$ cat src/rtl/reg_mask_encoder_pkg.sv
// ============================================================================
// Module   : reg_mask_encoder_pkg
// Brief    : Shared widths and state encoding for the mask-to-address encoder.
// Revision : 1.0
// ============================================================================
`default_nettype none

package reg_mask_encoder_pkg;

  localparam int REG_COUNT = 32;
  localparam int REG_ADR_W = 5;

  typedef enum logic [0:0] {
    IDLE = 1'b0,
    RUN  = 1'b1
  } state_t;

endpackage

`default_nettype wire

$ cat src/rtl/reg_mask_encoder_prio_enc32.sv
// ============================================================================
// Module   : prio_enc32
// Brief    : Combinational lowest-set-bit encoder with any/single-bit flags.
// Revision : 1.0
// ============================================================================
`default_nettype none

module prio_enc32
  import reg_mask_encoder_pkg::*;
(
  input  logic [REG_COUNT-1:0] i_mask,
  output logic [REG_ADR_W-1:0] o_idx,
  output logic                 o_any,
  output logic                 o_single
);

  logic [REG_COUNT-1:0] w_mask_m1;

  assign w_mask_m1 = i_mask - {{(REG_COUNT-1){1'b0}}, 1'b1};
  assign o_any     = |i_mask;
  // Clearing the lowest set bit leaves zero only when exactly one bit was set.
  assign o_single  = o_any && ((i_mask & w_mask_m1) == '0);

  // Scan high to low so the last hit is the lowest index.
  always_comb begin
    o_idx = '0;
    for (int i = REG_COUNT - 1; i >= 0; i--) begin
      if (i_mask[i]) begin
        o_idx = REG_ADR_W'(i);
      end
    end
  end

endmodule

`default_nettype wire

$ cat src/rtl/reg_mask_encoder.sv
// ============================================================================
// Module   : reg_mask_encoder
// Brief    : Walks a 32-bit register mask, emitting each set bit's address.
// Revision : 1.0
// ============================================================================
`default_nettype none

module reg_mask_encoder
  import reg_mask_encoder_pkg::*;
(
  input  logic                 clk,
  input  logic                 rst_n,
  input  logic                 i_mask_valid,
  output logic                 o_mask_ready,
  input  logic [REG_COUNT-1:0] i_mask,
  input  logic                 i_flush,
  output logic                 o_adr_valid,
  input  logic                 i_adr_ready,
  output logic [REG_ADR_W-1:0] o_adr,
  output logic                 o_adr_last,
  output logic                 o_done,
  output logic                 o_busy
);

  state_t               r_state;
  logic [REG_COUNT-1:0] r_mask;
  logic                 r_done;

  logic [REG_ADR_W-1:0] w_adr;
  logic                 w_any;
  logic                 w_single;
  logic [REG_COUNT-1:0] w_mask_cleared;

  prio_enc32 u_prio_enc32 (
    .i_mask   (r_mask),
    .o_idx    (w_adr),
    .o_any    (w_any),
    .o_single (w_single)
  );

  assign w_mask_cleared = r_mask & ~({{(REG_COUNT-1){1'b0}}, 1'b1} << w_adr);

  // The remaining mask is zero whenever the block is idle, so the decoded
  // address and last flag naturally read back as zero there.
  assign o_mask_ready = (r_state == IDLE);
  assign o_busy       = (r_state == RUN);
  assign o_adr_valid  = (r_state == RUN) && w_any;
  assign o_adr        = w_adr;
  assign o_adr_last   = w_single;
  assign o_done       = r_done;

  always_ff @(posedge clk or negedge rst_n) begin
    if (!rst_n) begin
      r_state <= IDLE;
      r_mask  <= '0;
      r_done  <= 1'b0;
    end else if (i_flush) begin
      r_state <= IDLE;
      r_mask  <= '0;
      r_done  <= 1'b0;
    end else begin
      r_done <= 1'b0;
      case (r_state)
        IDLE: begin
          if (i_mask_valid) begin
            r_mask <= i_mask;
            if (i_mask == '0) begin
              r_done <= 1'b1;
            end else begin
              r_state <= RUN;
            end
          end
        end
        RUN: begin
          if (i_adr_ready) begin
            r_mask <= w_mask_cleared;
            if (w_single) begin
              r_state <= IDLE;
              r_done  <= 1'b1;
            end
          end
        end
        default: begin
          r_state <= IDLE;
          r_mask  <= '0;
        end
      endcase
    end
  end

endmodule

`default_nettype wire
$ cat config.mk
export PLATFORM = sky130hd
export DESIGN_NAME = reg_mask_encoder
export DESIGN_NICKNAME = d
export VERILOG_FILES = /design/src/rtl/reg_mask_encoder_pkg.sv /design/src/rtl/reg_mask_encoder_prio_enc32.sv /design/src/rtl/reg_mask_encoder.sv
export SDC_FILE = /design/constraint.sdc
export NUM_CORES = 1
export LEC_CHECK = 0
export CORE_MARGIN = 2
export CORE_UTILIZATION = 38
export CTS_CLUSTER_SIZE = 24
export DETAILED_ROUTE_END_ITERATION = 8
export PLACE_DENSITY_LB_ADDON = 0.08
export SETUP_SLACK_MARGIN = 0.15
export SKIP_LAST_GASP = 1
export SLEW_MARGIN = 20
export SYNTH_ARGS = -nofsm -noshare
export SYNTH_HDL_FRONTEND = slang
export SYNTH_SLANG_ARGS = --single-unit
$ cat constraint.sdc
create_clock -name clk -period 7.4 [get_ports clk]
set_input_delay 0.74 -clock clk [delete_from_list [all_inputs] [get_ports clk]]
set_output_delay 0.74 -clock clk [all_outputs]
set_load 0.005 [all_outputs]
==> run_results.csv <==
group,metric,value,unit
synthesis,syn_avg_cell_area,8.62,sq um
power_and_ir_drop,leakage,1.23,nW
critical_path,cp_max_fo,12,
synthesis,synth.yosys.seq_area_share,33.3,%
sta,drv_slew,0,
routing,drt_pass1_iterations,5,
clock_tree,post_cts_buffers,0,
sta,finalSetupViolations,0,
die,io_pins,47,
routing,drtAntennaViolNets,0,
critical_path,critPathTopFamily,"simple AND/OR/NAND/NOR gates",
placed_design,hpwl,6720,microns
global_route,grtUsageTotal,24.6,%
sta,fmax,225,MHz
critical_path,slowest_stage,"clkdlybuf4s50_1",
die,core,0.00642,sq mm
synthesis,synthesis.nets,333,
critical_path,worstPathRequired,6.66,ns
synthesis,synth_warnings,0,
sta,fin_crit,4.45,ns
cells_and_area,final_common_cell,"clkdlybuf4s50_1",
global_route,grt_pass1_wl,14000,microns
synthesis,ys_ff_latch,34,
routing,vias,2748,
routing,wl,8820,microns
global_route,antenna_found_initial,0,
sta,tightest_slew,0.845,ns
sta,relSlewSlack,43.2,%
clock_tree,cts_buffers,5,
die,die_h,85.9,microns
placed_design,port_buffers,46,
clock_tree,clock_latency,0.29,ns
global_route,grt_pass1_vias,2579,
run,maxCapViolations,0,
global_route,grt-ovfl-total,0,
outcome,status,"finished, final reports clean",
clock_tree,clock_path_buffers,2,
synthesis,ys_types,60,
synthesis,synth_top_family_by_area,"simple AND/OR/NAND/NOR gates",
critical_path,critical_path_class,"flip-flop to output pin",
clock_tree,cts_resized,0,
power_and_ir_drop,power.density,211,mW/mm^2
clock_tree,holdBufCountCts,0,
critical_path,startpoint_type,"flip-flop",
cells_and_area,layout_common_cells,"clkdlybuf4s50_1, dfrtp_1, nand2_1",
routing,vias_per_cell,6.69,
clock_tree,cts_tree,"built",
clock_tree,clk_pin_slew_worst_paths,0.08,ns
sta,rsz0062_at_grt,"false",
clock_tree,h-tree-depth,2,
critical_path,max_stage_delay,0.55,ns
cells_and_area,final_util,49.6,%
placed_design,place_congestion,0.933,
synthesis,netlist_instances,296,
global_route,grt_max_degree,35,
synthesis,synth_area,0.00255,sq mm
synthesis,synth-simple-area-share,30.1,%
critical_path,crit_buf_inv,1,
routing,drc_errors,0,
synthesis,synthAdderAreaFrac,0.785,%
sta,finalSetupTns,0,ns
die,dieArea,0.00738,sq mm
clock_tree,cts_sinks,34,
routing,avgRoutedWirePerCell,21.5,microns
synthesis,synth_xor_area_share,0,%
cells_and_area,drive_gt1_share,9.58,%
cells_and_area,finalNetCount,370,
min_path,hp-class,"flip-flop to flip-flop",
cells_and_area,antenna_cells,0,
die,fp.dieW,85.9,microns
synthesis,async_flop_share,100,%
critical_path,worstPathCellList,"nor4_4 -> nand4_2 -> or4_4 -> o21a_1 -> or4_1 -> nor3b_2 -> clkdlybuf4s50_1",
synthesis,synthMuxAreaShare,0.392,%
die,initial_utilization,39.7,%
synthesis,synth_compound_area_share,30.0,%
routing,first_iter_violations,272,
critical_path,end_kind,"output pin",
sta,holdWs,0.639,ns
sta,fin_skew,0.0123,ns
die,rows,29,
sta,period_share,60.1,%
synthesis,synthFlopType,"dfrtp_1",
synthesis,synth_edf_count,0,
clock_tree,cts-root-buf,"clkbuf_8",
sta,hold_violations,0,
critical_path,crit_arrival,3.71,ns
cells_and_area,area_growth,24.8,%
power_and_ir_drop,ir_drop,0.0920,mV
==> cell type report <==
cell class	count	area [sq um]
fill	625	3240
multi-input combinational	230	1560
sequential	34	851
timing repair buffer	50	490
tap	77	96.3
clock buffer	5	68.8
clock inverter	3	68.8
inverter	12	45.0
==> worst paths after layout <==
check | endpoint | start | slack [ns] | cells past startpoint
setup / recovery | o_adr_last | r_mask[2] | 2.95 | 7
hold / removal | r_mask[31] | r_mask[31] | 0.64 | 1
setup reg to reg | r_mask[31] | r_mask[27] | 4.10 | 7
hold reg to reg | r_mask[31] | r_mask[31] | 0.64 | 1
max in group asynchronous | r_mask[14] | rst_n | 6.20 | 2
min in group asynchronous | r_mask[2] | rst_n | 0.86 | 2
==> report_power, final <==
group	leakage (nW)	internal [mW]	total, mW	switching, mW
combinational	0.705	0.103	0.236	0.134
clock	0.0683	0.135	0.213	0.0779
sequential	0.458	0.197	0.223	0.0266
==> registers in the layout, summed over array words and instances, names as in the netlist <==
signal / count
o_done: 1
r_mask: 32
o_busy: 1
==> metal layers <==
layer | global-route usage (%) | vias to the layer above | routed length (microns)
met5 | 0 | - | 0
li1 | - | 1251 | -
met1 | 36.1 | 1357 | 4160
met4 | 5.92 | 0 | 120
met2 | 37.7 | 125 | 3960
met3 | 4.23 | 15 | 587
==> stage by stage <==
step                      instance area (sq um)  worst slack, ns  std cells  total power [mW]
final                                      3180             2.95        411             0.673
after detailed placement                   3050             3.31        403             0.459
after floorplan                            2550             4.27        296             0.363
after global placement                     3050             3.41        403             0.464
after global routing                       3180             2.73        411             0.707
after CTS                                  3180             2.98        411             0.673
==> cell usage after synthesis, types with 3 or more instances <==
master    number  share of area (%)
dfrtp_1       34                 33
a31oi_1        5                1.2
o22ai_1        4               0.98
nand3_1       10                2.0
o31ai_1        4                1.2
or2_2          3               0.74
a32o_1        25                9.8
a211oi_1       4                1.2
clkbuf_1      16                2.4
a21oi_1       10                2.0
inv_1         11                1.6
or4_1          4                1.2
a221o_1        4                1.6
nor3_1        12                2.4
nand4_1        6                1.5
nor4_4         4                3.3
nor2_1        28                4.1
nand2_1       29                4.3
and2_1         3               0.74
o31a_1         3                1.0
or3_1          5                1.2
nor4_1        12                2.9
o21ai_0        7                1.4
a221oi_1       3                1.0
==> logic make-up after synthesis <==
logic type                 Yosys count
DFF                                 34
buffers and inverters               32
adders and majority gates            2
and+or+nand+nor                    132
muxes                                1
AOI/OAI and AO/OA                   95
No activity file was read; power rests on OpenSTA's default activity.
